--- config.mk ---
export PLATFORM = sky130hd
export DESIGN_NAME = det2x2_seq_unit_flat
export DESIGN_NICKNAME = d
export VERILOG_FILES = /design/src/rtl/det2x2_seq_unit_if.sv /design/src/rtl/det2x2_seq_unit.sv /design/src/flat_wrapper.sv
export SDC_FILE = /design/constraint.sdc
export NUM_CORES = 1
export LEC_CHECK = 0
export BUFFER_PORTS_ARGS = -buffer_cell sky130_fd_sc_hd__buf_4
export CAP_MARGIN = 40
export CORE_ASPECT_RATIO = 0.5
export CORE_MARGIN = 3
export CORE_UTILIZATION = 55
export CTS_CLUSTER_SIZE = 14
export DETAILED_ROUTE_END_ITERATION = 8
export PLACE_DENSITY = 0.79
export SLEW_MARGIN = 10
export SYNTH_ARGS = -nofsm -noshare
export SYNTH_HDL_FRONTEND = slang
export SYNTH_SLANG_ARGS = --single-unit
--- constraint.sdc ---
create_clock -name clk -period 14.8 [get_ports clk]
set_clock_uncertainty 0.15 [all_clocks]
set_input_delay 1.48 -clock clk [delete_from_list [all_inputs] [get_ports clk]]
set_output_delay 1.48 -clock clk [all_outputs]
set_load 0.01 [all_outputs]
--- src/rtl/det2x2_seq_unit_if.sv ---
// Bus bundle for the 2x2 determinant unit: start request, the four matrix
// entries, and the status/result signals returned to the control stage.
interface det2x2_seq_unit_if #(
  parameter int WIDTH = 8
);
  logic                      en;
  logic signed [WIDTH-1:0]   a_in;
  logic signed [WIDTH-1:0]   b_in;
  logic signed [WIDTH-1:0]   c_in;
  logic signed [WIDTH-1:0]   d_in;
  logic                      busy;
  logic                      done;
  logic signed [2*WIDTH:0]   det;
  logic                      singular;

  modport master (
    output en, a_in, b_in, c_in, d_in,
    input  busy, done, det, singular
  );

  modport slave (
    input  en, a_in, b_in, c_in, d_in,
    output busy, done, det, singular
  );
endinterface

--- src/rtl/det2x2_seq_unit.sv ---
// Sequential 2x2 determinant: det = a*d - b*c computed with one shared signed
// multiplier over four cycles (latch, a*d, b*c, subtract). A one-cycle done
// pulse marks det/singular valid; both are held until the next result.
module det2x2_seq_unit #(
  parameter int WIDTH = 8
) (
  input  logic                clk,
  input  logic                rst_n,
  det2x2_seq_unit_if.slave    bus
);

  typedef enum logic [1:0] {
    IDLE   = 2'd0,
    MUL_AD = 2'd1,
    MUL_BC = 2'd2,
    SUB    = 2'd3
  } state_t;

  // Widen both products by one bit before subtracting so the difference is exact.
  function automatic logic signed [2*WIDTH:0] diff_ext(
    input logic signed [2*WIDTH-1:0] x,
    input logic signed [2*WIDTH-1:0] y
  );
    logic signed [2*WIDTH:0] xe;
    logic signed [2*WIDTH:0] ye;
    xe = {x[2*WIDTH-1], x};
    ye = {y[2*WIDTH-1], y};
    return xe - ye;
  endfunction

  state_t                    state_q, state_d;
  logic                      ld_ops, ld_ad, ld_bc, ld_det;

  logic signed [WIDTH-1:0]   a_q, b_q, c_q, d_q;
  logic signed [2*WIDTH-1:0] prod_ad_q, prod_bc_q;
  logic signed [2*WIDTH:0]   det_q;
  logic                      sing_q;
  logic                      done_q;

  logic signed [WIDTH-1:0]   mul_x, mul_y;
  logic signed [2*WIDTH-1:0] mul_p;
  logic signed [2*WIDTH:0]   diff;

  // Shared multiplier: a*d in MUL_AD, b*c otherwise.
  always_comb begin
    mul_x = b_q;
    mul_y = c_q;
    if (state_q == MUL_AD) begin
      mul_x = a_q;
      mul_y = d_q;
    end
    mul_p = mul_x * mul_y;
    diff  = diff_ext(prod_ad_q, prod_bc_q);
  end

  // State register.
  always_ff @(posedge clk) begin
    if (!rst_n) state_q <= IDLE;
    else        state_q <= state_d;
  end

  // Next-state and per-state load strobes; requests while busy are dropped.
  always_comb begin
    state_d = state_q;
    ld_ops  = 1'b0;
    ld_ad   = 1'b0;
    ld_bc   = 1'b0;
    ld_det  = 1'b0;
    case (state_q)
      IDLE: begin
        if (bus.en) begin
          ld_ops  = 1'b1;
          state_d = MUL_AD;
        end
      end
      MUL_AD: begin
        ld_ad   = 1'b1;
        state_d = MUL_BC;
      end
      MUL_BC: begin
        ld_bc   = 1'b1;
        state_d = SUB;
      end
      SUB: begin
        ld_det  = 1'b1;
        state_d = IDLE;
      end
      default: state_d = IDLE;
    endcase
  end

  // Operand, product and result registers; reset clears all of them.
  always_ff @(posedge clk) begin
    if (!rst_n) begin
      a_q       <= '0;
      b_q       <= '0;
      c_q       <= '0;
      d_q       <= '0;
      prod_ad_q <= '0;
      prod_bc_q <= '0;
      det_q     <= '0;
      sing_q    <= 1'b0;
      done_q    <= 1'b0;
    end else begin
      done_q <= ld_det;
      if (ld_ops) begin
        a_q <= bus.a_in;
        b_q <= bus.b_in;
        c_q <= bus.c_in;
        d_q <= bus.d_in;
      end
      if (ld_ad) prod_ad_q <= mul_p;
      if (ld_bc) prod_bc_q <= mul_p;
      if (ld_det) begin
        det_q  <= diff;
        sing_q <= (diff == '0);
      end
    end
  end

  assign bus.busy     = (state_q != IDLE);
  assign bus.done     = done_q;
  assign bus.det      = det_q;
  assign bus.singular = sing_q;

endmodule

--- src/flat_wrapper.sv ---
// flat-port wrapper written by rule: the top's interface ports become plain ports
module det2x2_seq_unit_flat 
#(
  parameter int WIDTH = 8
)
  (clk, rst_n, bus_en, bus_a_in, bus_b_in, bus_c_in, bus_d_in, bus_busy, bus_done, bus_det, bus_singular);
  det2x2_seq_unit_if #(.WIDTH(WIDTH)) bus_i ();
  input  logic clk;
  input  logic rst_n;
  input wire logic [$bits(bus_i.en)-1:0] bus_en;
  input wire logic [$bits(bus_i.a_in)-1:0] bus_a_in;
  input wire logic [$bits(bus_i.b_in)-1:0] bus_b_in;
  input wire logic [$bits(bus_i.c_in)-1:0] bus_c_in;
  input wire logic [$bits(bus_i.d_in)-1:0] bus_d_in;
  output wire logic [$bits(bus_i.busy)-1:0] bus_busy;
  output wire logic [$bits(bus_i.done)-1:0] bus_done;
  output wire logic [$bits(bus_i.det)-1:0] bus_det;
  output wire logic [$bits(bus_i.singular)-1:0] bus_singular;
  assign bus_i.en = bus_en;
  assign bus_i.a_in = bus_a_in;
  assign bus_i.b_in = bus_b_in;
  assign bus_i.c_in = bus_c_in;
  assign bus_i.d_in = bus_d_in;
  assign bus_busy = bus_i.busy;
  assign bus_done = bus_i.done;
  assign bus_det = bus_i.det;
  assign bus_singular = bus_i.singular;
  det2x2_seq_unit #(.WIDTH(WIDTH)) u_core (.clk(clk), .rst_n(rst_n), .bus(bus_i));
endmodule
==> results of run 1 <==
[where the power goes]
group / internal, mW / switching, mW / total (mW)
logic: 0.277 / 0.376 / 0.653
clock network: 0.116 / 0.0967 / 0.212
registers: 0.267 / 0.0227 / 0.289
[placed cells by master, fill, tap and decap left out, drive strengths merged, types with 6 or more instances in the layout]
cell type / Yosys / routed
a21boi: 37 / 37
a21oi: 15 / 15
o21a: 7 / 7
clkbuf: 24 / 10
and2: 6 / 6
nor3: 9 / 9
xnor2: 19 / 19
dfxtp: 85 / 85
nand3: 14 / 14
nor2: 59 / 59
nor2b: 43 / 43
ha: 50 / 50
o21ai: 16 / 16
mux2i: 49 / 49
fa: 56 / 56
o211a: 7 / 7
buf: 2 / 58
nand2: 91 / 91
inv: 115 / 118
or2: 12 / 12
[layout make-up]
type | count | area share
Clock buffer | 10 | 0.0303
Clock inverter | 6 | 0.00612
Inverter | 115 | 0.0571
Multi-Input combinational cell | 541 | 0.592
Sequential cell | 85 | 0.225
Tap cell | 159 | 0.0263
Timing Repair Buffer | 58 | 0.0632
[kinds of logic after synthesis]
| group | synth area share |
|---|---|
| AND/OR/NAND/NOR | 0.183 |
| AO/OA/AOI/OAI | 0.120 |
| buffers and inverters | 0.0789 |
| flip-flops | 0.254 |
| multiplexers | 0.0748 |
| XOR/XNOR | 0.0287 |
| adder cells (fa/ha/maj) | 0.260 |
[through the flow]
step                setup WS, ns   util
global placement            8.40  0.632
finish                      8.57  0.662
CTS                         8.56  0.662
floorplan                   8.74      -
detailed placement          8.61  0.638
global route                8.16  0.662
[how the worst max path moves through the flow]
stage	cells after the start	slack, ns	endpoint	from
after floorplan	22	8.74	u_core.prod_bc_q[14]	u_core.state_q[1]
after global placement	20	8.40	u_core.prod_bc_q[14]	u_core.state_q[1]
after detailed placement	20	8.61	u_core.prod_bc_q[14]	u_core.state_q[1]
after CTS	20	8.56	u_core.prod_bc_q[14]	u_core.state_q[1]
after global routing	20	8.16	u_core.prod_bc_q[14]	u_core.state_q[1]
final	19	8.57	u_core.prod_bc_q[14]	u_core.state_q[1]
[flip-flops by register name, summed over array words and instances, names as in the netlist]
register             flops
u_core.bus.det          17
u_core.prod_ad_q        16
u_core.prod_bc_q        16
u_core.a_q               8
u_core.b_q               8
u_core.c_q               8
u_core.d_q               8
u_core.state_q           2
u_core.bus.done          1
u_core.bus.singular      1
[worst reg2reg max path: stages (launching register included)]
cell,delay [ns]
sky130_fd_sc_hd__dfxtp_1,0.34
sky130_fd_sc_hd__inv_1,0.11
sky130_fd_sc_hd__ha_2,0.59
sky130_fd_sc_hd__mux2i_1,0.76
sky130_fd_sc_hd__or2_2,0.25
sky130_fd_sc_hd__fa_1,0.44
sky130_fd_sc_hd__fa_1,0.55
sky130_fd_sc_hd__inv_1,0.06
sky130_fd_sc_hd__fa_1,0.55
sky130_fd_sc_hd__inv_1,0.07
sky130_fd_sc_hd__fa_1,0.53
sky130_fd_sc_hd__inv_1,0.04
sky130_fd_sc_hd__ha_1,0.33
sky130_fd_sc_hd__o21ai_0,0.11
sky130_fd_sc_hd__a21boi_0,0.14
sky130_fd_sc_hd__o21ai_0,0.28
sky130_fd_sc_hd__a211oi_1,0.12
sky130_fd_sc_hd__o21a_1,0.22
sky130_fd_sc_hd__or4_1,0.47
sky130_fd_sc_hd__nand4_1,0.08
[layer usage]
layer / part of all wire / vias up / wire length, um
met5: 0 / - / 0
met4: 0.0093 / 0 / 123
met3: 0.046 / 13 / 609
met2: 0.44 / 106 / 5770
met1: 0.51 / 2345 / 6760
li1: - / 2556 / -
==> summary.md, run 1 <==
| Metric | Value |
|---|---|
| Number of H-tree branching levels | 3 |
| Clock Pin Slew Worst Setup and Hold Paths | 0.07 ns |
| Capturing element type of the critical path | flip-flop |
| Buffer levels on the longest clock path | 2 |
| Number of DRC markers in iteration 0 | 323 |
| Maximum operating frequency | 160 MHz |
| Number of port buffers | 54 |
| R2r endpoint | u_core.prod_bc_q[14] |
| Busiest metal layer after global routing | met2 |
| Multi-input gate area | 4480 um2 |
| Setup slack of the most critical reg-to-reg path | 8.57 ns |
| Total global routing overflow | 0 |
| Worst Setup Path Type | reg -> reg |
| Count of standard-cell rows | 27 |
| Arrival time worst endpoint | 6.37 ns |
| Number of enable flip-flop cells after synthesis | 0 |
| Sequential cell area fraction in the yosys report | 0.254 |
| Main area contributors after synthesis | sky130_fd_sc_hd__dfxtp_1 25%, sky130_fd_sc_hd__fa_1 17%, sky130_fd_sc_hd__ha_1 9.3% |
| Data required time of the worst path | 14.93 ns |
| Critical path launch point type | flip-flop |
| WHS | 0.314 ns |
| Ys async rst share | 0 |
| Top-Level Pins | 55 |
| Design Power | 1.15 mW |
| CP top delay family | adder cells |
| Library cell with the largest summed area after synthesis | sky130_fd_sc_hd__dfxtp_1 |
| Most frequently used cell type in the post-synthesis netlist | sky130_fd_sc_hd__inv_1 |
| Initial core utilization | 0.587 |
| Core area | 11400 um2 |
| Largest voltage drop on the vdd net | 0.0830 mV |
| # fillers | 980 |
| Maxcap violations | 0 |
| Buffers and inverters on the worst path | 4 |
| Primary FF master, synth | sky130_fd_sc_hd__dfxtp_1 |
| Final non-filler cell area | 7560 um2 |
| Antenna violations before repair | 0 |
| Num CTS Buffers | 9 |
| Number of cells upsized or downsized after cts | 0 |
| Hold Buf Count CTS | 0 |
| Power per unit of standard cell area | 153 nW/um2 |
| Final Non-Filler Cells | 974 |
| DRC errors left | 0 |
| Number of nets still failing antenna checks after routing | 0 |
| Worst Hold Class | reg -> reg |
| Setup TNS | 0 ns |
| Largest net degree at the start of global routing | 93 |
| Share of the cycle needed by the critical path after routing | 0.421 |
| Final wirelength | 13.3 mm |
| Number of stages on the worst hold path | 2 |
| Number of inserted diodes | 0 |
| First-pass detailed-route iteration total | 5 |
| CP max FO | 18 |
| CTS Root Buffer Type | sky130_fd_sc_hd__clkbuf_16 |
| Average wire per standard cell | 13.6 um |
| TritonCTS clock tree | done |
| Total track usage | 0.210 |
| Unique masters post-synth | 56 |
| Hold Vio Cnt, Final | 0 |
| # clock sinks | 85 |
| Setup repair after global routing missed its margin | false |
| Leakage Power | 3.34 nW |
| CP cell instances | inv_1 > ha_2 > mux2i_1 > or2_2 > fa_1 > fa_1 > inv_1 > fa_1 > inv_1 > fa_1 > inv_1 > ha_1 > o21ai_0 > a21boi_0 > o21ai_0 > a211oi_1 > o21a_1 > or4_1 > nand4_1 |
| Later-pin clock latency in the skew report | 0.34 ns |
| Slowest stage cell, crit path | sky130_fd_sc_hd__mux2i_1 |
| Slew at the pin closest to its max-slew limit | 0.860 ns |
| Sequential Area | 1700 um2 |
| Die ar. | 13600 um2 |
| Global routing usage on met1 | 0.300 |
| Final critical-path required period | 6.23 ns |
| Cell count after synthesis | 767 |
| Post-synthesis instance area | 6710 um2 |
| Met3 Track Usage GR | 0.0451 |
| Hpwl dp | 10.4 mm |
| Number of vias per cell | 5.15 |
| Start of the worst register-to-register path | u_core.state_q[1] |
| Height of the die | 84.1 um |
| Relative area change from synthesis to final layout | 12.8% |
| Number of global-route vias before repair | 5016 |
| Number of warning messages in the yosys log | 0 |
| Total via count in the routed design | 5020 |
| Hold Crit Endpoint | u_core.a_q[7] |
| Final Wtd Congestion | 0.863 |
| Met2 layer usage reported by global route | 0.332 |
| Nets | 951 |
| Post-synth top area share | 0.254 |
| Total nets after synthesis | 908 |
| Result of the run | finished clean |
| Largest stage delay, worst path | 0.75 ns |
| Most used standard cells in the synthesized netlist | 115 x sky130_fd_sc_hd__inv_1, 91 x sky130_fd_sc_hd__nand2_1, 85 x sky130_fd_sc_hd__dfxtp_1 |
| Register bit count reported by yosys | 85 |
| Count of final max-slew check failures | 0 |
| Setup Buffers After CTS | 0 |
| Chip width | 162 um |
| Setup Viol. Count Final | 0 |
| Dpl cell area | 7290 um2 |
| Synthesized area per cell | 8.74 um2 |
| Placed instance count | 958 |
| Source of the worst hold timing path | u_core.a_q[7] |
| First-pass GRT wire length | 23.8 mm |
| Worst rel slew slack | 0.427 |
| Layout cell share with drive strength beyond 1 | 0.123 |
| Depth of the worst register-to-register path | 19 |
Note: power is estimated with default switching activity, not from simulation.
==> run 2, diff against run 1 <==
--- a/config.mk
+++ b/config.mk
@@ -12,7 +12,7 @@
 export CORE_UTILIZATION = 55
 export CTS_CLUSTER_SIZE = 14
 export DETAILED_ROUTE_END_ITERATION = 8
-export PLACE_DENSITY = 0.79
+export PLACE_DENSITY = 0.82
 export SLEW_MARGIN = 10
 export SYNTH_ARGS = -nofsm -noshare
 export SYNTH_HDL_FRONTEND = slang
==> constraint.sdc (replaced) <==
create_clock -name clk -period 5.7 [get_ports clk]
set_clock_uncertainty 0.15 [all_clocks]
set_input_delay 0.57 -clock clk [delete_from_list [all_inputs] [get_ports clk]]
set_output_delay 0.57 -clock clk [all_outputs]
set_load 0.01 [all_outputs]
==> run 2 against run 1 <==
Cell count grew 2.9%; via count grew 4.8%; total power grew to 2.7 times the previous value; first-iteration DRC count shrank 1.2%; combinational power grew to 2.8 times the previous value; final area grew 3.3%; highest routed layer unchanged.
==> summary.md, run 2 (synthesized netlist as in run 1, its figures left out) <==
| Metric | Value |
|---|---|
| Result of the run | finished clean |
| Worst Hold Class | reg -> reg |
| Later-pin clock latency in the skew report | 0.34 ns |
| Top-Level Pins | 55 |
| First-pass GRT wire length | 24.9 mm |
| Worst Setup Path Type | reg -> reg |
| Final wirelength | 14.5 mm |
| Clock Pin Slew Worst Setup and Hold Paths | 0.06 ns |
| Count of standard-cell rows | 27 |
| Number of global-route vias before repair | 5299 |
| Dpl cell area | 7430 um2 |
| Initial core utilization | 0.587 |
| Relative area change from synthesis to final layout | 16.5% |
| DRC errors left | 0 |
| CP max FO | 10 |
| Final non-filler cell area | 7810 um2 |
| Chip width | 162 um |
| Die ar. | 13600 um2 |
| Number of vias per cell | 5.25 |
| Sequential fraction of design power | 0.243 |
| Number of inserted diodes | 0 |
| Arrival time worst endpoint | 5.56 ns |
| CTS Root Buffer Type | sky130_fd_sc_hd__clkbuf_16 |
| Hold Vio Cnt, Final | 0 |
| Layout cell share with drive strength beyond 1 | 0.166 |
| Total via count in the routed design | 5262 |
| Power per unit of standard cell area | 399 nW/um2 |
| TritonCTS clock tree | done |
| Core area | 11400 um2 |
| Largest net degree at the start of global routing | 93 |
| Leading cell types in the layout, fill and taps excluded | 113 x sky130_fd_sc_hd__inv_1, 91 x sky130_fd_sc_hd__nand2_1, 83 x sky130_fd_sc_hd__dfxtp_1, 82 x sky130_fd_sc_hd__buf_4, 58 x sky130_fd_sc_hd__nor2_1 |
| Maximum operating frequency | 182 MHz |
| Most common cell after layout, fill and taps aside | sky130_fd_sc_hd__inv_1 |
| Slew at the pin closest to its max-slew limit | 0.876 ns |
| Max FFs per register | 17 |
| Number of nets still failing antenna checks after routing | 0 |
| Critical path launch point type | flip-flop |
| Number of H-tree branching levels | 3 |
| Capturing element type of the critical path | flip-flop |
| Worst rel slew slack | 0.416 |
| Net switching share of the total power | 0.429 |
| Antenna violations before repair | 0 |
| Power Internal | 1.78 mW |
| Total global routing overflow | 0 |
| Largest voltage drop on the vdd net | 0.237 mV |
| Share of total power in the clock network | 0.174 |
| Nets | 979 |
| Maxcap violations | 0 |
| Buffer levels on the longest clock path | 2 |
| Data required time of the worst path | 5.76 ns |
| Num CTS Buffers | 9 |
| WHS | 0.315 ns |
| Total track usage | 0.220 |
| First-pass detailed-route iteration total | 6 |
| Number of stages on the worst hold path | 2 |
| Number of DRC markers in iteration 0 | 319 |
| Count of final max-slew check failures | 0 |
| Height of the die | 84.1 um |
| Number of port buffers | 54 |
| Hpwl dp | 11.1 mm |
| Final design utilization | 0.684 |
| Share of the cycle needed by the critical path after routing | 0.965 |
| Setup TNS | 0 ns |
| # clock sinks | 85 |
| Final Wtd Congestion | 0.883 |
| Leakage Power | 3.47 nW |
| Average wire per standard cell | 14.5 um |
| Final critical-path required period | 5.50 ns |
| Setup Viol. Count Final | 0 |
| Switching pwr | 1.34 mW |
| Comb pwr share | 0.583 |
| Depth of the worst register-to-register path | 21 |
| Design Power | 3.12 mW |
-- run 2: changes by cell type in the layout (fill, tap and decap cells not counted), sizes merged --
cell / previous run / this run
buf: 58 / 86
-- run 2: power by group through the flow --
stage          Combinational (mW)  Clock [mW]  Sequential, mW
3_3_place_gp                 1.66           0           0.758
3_5_place_dp                 1.75           0           0.763
4_1_cts                      1.77       0.553           0.751
2_1_floorplan                1.31           0           0.753
5_1_grt                      2.03       0.581           0.767
6_report                     1.82       0.544           0.758
-- run 2: path summary, 6_finish.rpt --
check	startpoint	endpoint	slack, ns
hold / removal	u_core.a_q[3]	u_core.a_q[3]	0.31
setup / recovery	u_core.state_q[1]	u_core.prod_ad_q[15]	0.20
setup reg to reg	u_core.state_q[1]	u_core.prod_ad_q[15]	0.20
hold reg to reg	u_core.a_q[3]	u_core.a_q[3]	0.31
-- run 2: per-layer routing --
layer | global-route usage | part of all wire | up-vias | routed length [um]
met3 | 0.0436 | 0.043 | 13 | 630
li1 | - | - | 2622 | -
met2 | 0.366 | 0.46 | 116 | 6680
met4 | 0.0457 | 0.0097 | 0 | 140
met1 | 0.299 | 0.49 | 2511 | 7040
met5 | 0 | 0 | - | 0
-- run 2: stage by stage --
stage	setup slack, ns	std cells
after floorplan	0.0366	767
after global placement	0.156	975
after detailed placement	0.0110	978
after CTS	0.0576	994
after global routing	-0.0706	1002
final	0.200	1002
-- run 2: area by class of cell --
| type | count | area, um2 |
|---|---|---|
| inverters | 115 | 432 |
| fillers | 879 | 3610 |
| well taps | 159 | 199 |
| multi-input cells | 541 | 4520 |
| repair buffers | 86 | 681 |
| clock inverters | 6 | 43.8 |
| flip-flops and latches | 85 | 1700 |
| clock buffers | 10 | 229 |
-- run 2: worst max-delay path: stages (launching register included) --
cell and delay (ns):
sky130_fd_sc_hd__dfxtp_2 0.34, sky130_fd_sc_hd__inv_2 0.09, sky130_fd_sc_hd__ha_4 0.20, sky130_fd_sc_hd__buf_12 0.15, sky130_fd_sc_hd__mux2i_1 0.28, sky130_fd_sc_hd__or2_2 0.19
sky130_fd_sc_hd__inv_1 0.08, sky130_fd_sc_hd__fa_2 0.60, sky130_fd_sc_hd__inv_2 0.07, sky130_fd_sc_hd__fa_1 0.53, sky130_fd_sc_hd__inv_1 0.06, sky130_fd_sc_hd__fa_1 0.53
sky130_fd_sc_hd__inv_1 0.06, sky130_fd_sc_hd__fa_1 0.53, sky130_fd_sc_hd__inv_1 0.04, sky130_fd_sc_hd__ha_1 0.34, sky130_fd_sc_hd__and2_1 0.17, sky130_fd_sc_hd__o21ai_0 0.20
sky130_fd_sc_hd__o31ai_2 0.12, sky130_fd_sc_hd__o41ai_2 0.34, sky130_fd_sc_hd__xnor2_1 0.20, sky130_fd_sc_hd__a21oi_1 0.09
-- run 2: timing repair --
| item | CTS | global route |
|---|---|---|
| gates resized for setup | 2 | 13 |
| hold buffers | 0 | 0 |
| endpoints found under the setup margin | 2 | 12 |
| pin swaps | 0 | 4 |
| setup buffers | 0 | 8 |
==> run 3, diff against run 2 <==
--- a/config.mk
+++ b/config.mk
@@ -5,6 +5,7 @@
 export SDC_FILE = /design/constraint.sdc
 export NUM_CORES = 1
 export LEC_CHECK = 0
+export ABC_AREA = 1
 export BUFFER_PORTS_ARGS = -buffer_cell sky130_fd_sc_hd__buf_4
 export CAP_MARGIN = 40
 export CORE_ASPECT_RATIO = 0.5
==> run 3 against run 2 <==
Total power up 53%; sequential cell count unchanged; sequential share of layout area about the same; largest cell class unchanged.
==> summary.md, run 3 <==
| Metric | Value |
|---|---|
| Final wirelength | 15.0 mm |
| CP top delay family | adder cells |
| Cell mode on critical path | sky130_fd_sc_hd__inv_1 |
| Chip width | 164 um |
| Power Internal | 2.28 mW |
| # clock sinks | 85 |
| Count of final max-slew check failures | 0 |
| Number of inserted diodes | 0 |
| Later-pin clock latency in the skew report | 0.34 ns |
| Share of the cycle needed by the critical path after routing | 0.935 |
| Setup repair after global routing missed its margin | false |
| Sequential fraction of design power | 0.185 |
| Critical path endpoint | u_core.prod_bc_q[11] |
| Number of vias per cell | 5.02 |
| Number of H-tree branching levels | 3 |
| Register bit count reported by yosys | 85 |
| Worst Hold Class | reg -> reg |
| Most used standard cells in the synthesized netlist | 221 x sky130_fd_sc_hd__inv_1, 147 x sky130_fd_sc_hd__nand2_1, 144 x sky130_fd_sc_hd__nor2_1 |
| Maxcap violations | 0 |
| Top-Level Pins | 55 |
| Leakage Power | 4.03 nW |
| Largest voltage drop on the vdd net | 0.234 mV |
| Setup Buffers After CTS | 0 |
| Max FFs per register | 17 |
| Final non-filler cell area | 7790 um2 |
| Num CTS Buffers | 9 |
| Share of total power in the clock network | 0.120 |
| Setup Viol. Count Final | 0 |
| Hpwl dp | 12.1 mm |
| Arrival time worst endpoint | 5.42 ns |
| Total via count in the routed design | 5974 |
| Slew at the pin closest to its max-slew limit | 0.709 ns |
| Core area | 12000 um2 |
| Number of nets still failing antenna checks after routing | 0 |
| Nets | 1161 |
| Initial core utilization | 0.572 |
| Worst Setup Path Type | reg -> reg |
| Post-synthesis instance area | 6860 um2 |
| Number of port buffers | 54 |
| Setup TNS | 0 ns |
| Critical path launch point type | flip-flop |
| Post-synth top area share | 0.248 |
| Comb pwr share | 0.694 |
| WHS | 0.308 ns |
| Most common cell after layout, fill and taps aside | sky130_fd_sc_hd__inv_1 |
| TritonCTS clock tree | done |
| Number of enable flip-flop cells after synthesis | 0 |
| Maximum operating frequency | 188 MHz |
| Average wire per standard cell | 12.6 um |
| Launching element of the worst setup path | u_core.state_q[1] |
| CP cell instances | inv_1 > ha_4 > buf_4 > o21ai_0 > inv_1 > nor2_1 > fa_1 > fa_1 > fa_1 > inv_1 > fa_1 > inv_1 > ha_1 > a21oi_1 > o21ai_0 > a21oi_1 > or2_2 > nand3_1 > o211ai_1 > inv_1 |
| Hold Buf Count CTS | 0 |
| CP max FO | 11 |
| CTS Root Buffer Type | sky130_fd_sc_hd__clkbuf_16 |
| Worst Setup Slack post-DPL | 0.0713 ns |
| Ys async rst share | 0 |
| Count of standard-cell rows | 28 |
| Largest net degree at the start of global routing | 67 |
| Placed instance count | 1174 |
| Cell count after synthesis | 967 |
| First-pass detailed-route iteration total | 8 |
| First-pass GRT wire length | 25.8 mm |
| Number of DRC markers in iteration 0 | 405 |
| Final Wtd Congestion | 0.900 |
| Switching pwr | 2.49 mW |
| Primary FF master, synth | sky130_fd_sc_hd__dfxtp_1 |
| Start of the worst register-to-register path | u_core.state_q[1] |
| Leading cell types in the layout, fill and taps excluded | 217 x sky130_fd_sc_hd__inv_1, 147 x sky130_fd_sc_hd__nand2_1, 143 x sky130_fd_sc_hd__nor2_1, 85 x sky130_fd_sc_hd__dfxtp_1, 75 x sky130_fd_sc_hd__o21ai_0 |
| Largest stage delay, worst path | 0.55 ns |
| Final design utilization | 0.650 |
| Final Non-Filler Cells | 1190 |
| Worst Setup Slack, final | 0.370 ns |
| Layout cell share with drive strength beyond 1 | 0.105 |
| Total track usage | 0.225 |
| Relative area change from synthesis to final layout | 13.5% |
| Synthesized area per cell | 7.09 um2 |
| Design Power | 4.77 mW |
| R2r endpoint | u_core.prod_bc_q[11] |
| Buffers and inverters on the worst path | 6 |
| Buffer levels on the longest clock path | 2 |
| Net switching share of the total power | 0.522 |
| Data required time of the worst path | 5.79 ns |
| Most frequently used cell type in the post-synthesis netlist | sky130_fd_sc_hd__inv_1 |
| Die ar. | 13900 um2 |
| Library cell with the largest summed area after synthesis | sky130_fd_sc_hd__dfxtp_1 |
| Total nets after synthesis | 1108 |
| Antenna violations before repair | 0 |
| Number of warning messages in the yosys log | 0 |
| Height of the die | 85.0 um |
| DRC errors left | 0 |
| Power per unit of standard cell area | 612 nW/um2 |
| Depth of the worst register-to-register path | 20 |
| Number of global-route vias before repair | 5791 |
| Slowest stage cell, crit path | sky130_fd_sc_hd__fa_1 |
| Result of the run | finished clean |
| Capturing element type of the critical path | flip-flop |
| Dpl cell area | 7480 um2 |
| Total global routing overflow | 0 |
| Unique masters post-synth | 34 |
| Main area contributors after synthesis | sky130_fd_sc_hd__dfxtp_1 25%, sky130_fd_sc_hd__fa_1 16%, sky130_fd_sc_hd__inv_1 12% |
| Setup slack of the most critical reg-to-reg path | 0.37 ns |
| Final critical-path required period | 5.33 ns |
| Sequential cell area fraction in the yosys report | 0.248 |
| Hold Vio Cnt, Final | 0 |
| Clock Pin Slew Worst Setup and Hold Paths | 0.07 ns |
| Instance count on the critical path | 20 |
| Worst rel slew slack | 0.527 |
run 3: cell count changes in the layout (fill, tap and decap cells not counted), moves of 14 or more:
cell / change
sky130_fd_sc_hd__nor2b_1: -41
sky130_fd_sc_hd__o211ai_1: +16
sky130_fd_sc_hd__mux2i_1: -43
sky130_fd_sc_hd__nor2_1: +85
sky130_fd_sc_hd__nand2_1: +56
sky130_fd_sc_hd__buf_4: -14
sky130_fd_sc_hd__inv_1: +104
sky130_fd_sc_hd__nand3_1: +23
sky130_fd_sc_hd__a21boi_0: -36
sky130_fd_sc_hd__o21ai_0: +62
sky130_fd_sc_hd__a21oi_1: +30
run 3: kinds of logic (layout without fill, tap and decap cells):
kind of cell               Yosys count  count (layout)  synth area share
muxes                                2               2           0.00292
and+or+nand+nor                    357             357             0.214
DFF                                 85              85             0.248
adders and majority gates          106             106             0.255
buffers and inverters              250             308             0.138
AOI/OAI and AO/OA                  155             155             0.127
xor gates and xnor gates            12              12            0.0153
run 3: power by group through the flow:
stage          clock, mW  sequential (mW)  combinational [mW]
6_report           0.573            0.883                3.31
5_1_grt            0.605            0.902                3.84
4_1_cts            0.581            0.881                3.30
3_5_place_dp           0            0.893                3.27
3_3_place_gp           0            0.886                3.16
2_1_floorplan          0            0.879                2.52
run 3: tightest hold or removal path: stages, from the launching register on:
cell,delay [ns]
sky130_fd_sc_hd__dfxtp_1,0.30
sky130_fd_sc_hd__inv_1,0.06
sky130_fd_sc_hd__a21oi_1,0.05
run 3: layer usage:
layer	part of all wire	GRT usage	routed length (um)	vias to the layer above
li1	-	-	-	3069
met1	0.47	0.305	7110	2734
met2	0.47	0.377	6990	154
met3	0.050	0.0468	754	17
met4	0.010	0.0453	155	0
met5	0	0	0	-
run 3: worst min path at each step:
stage	from	to	slack, ns	depth (start not counted)
after global placement	u_core.b_q[2]	u_core.b_q[2]	0.29	2
after floorplan	u_core.b_q[5]	u_core.b_q[5]	0.27	2
final	u_core.c_q[7]	u_core.c_q[7]	0.31	2
after detailed placement	u_core.c_q[7]	u_core.c_q[7]	0.29	2
after global routing	bus_a_in[2]	u_core.a_q[2]	0.33	3
after CTS	u_core.c_q[7]	u_core.c_q[7]	0.31	2
run 3: layout make-up:
cell class	instances	area, um2
tap	165	206
clock inverter	6	55.1
sequential	85	1700
clock buffer	10	229
timing repair buffer	69	526
fill	1043	4200
inverter	223	837
multi-input combinational	632	4230
run 3: repair_timing:
item | in CTS | in global routing
endpoints found under the hold margin | 0 | 0
endpoints found under the setup margin | 0 | 14
gates resized for setup | 0 | 14
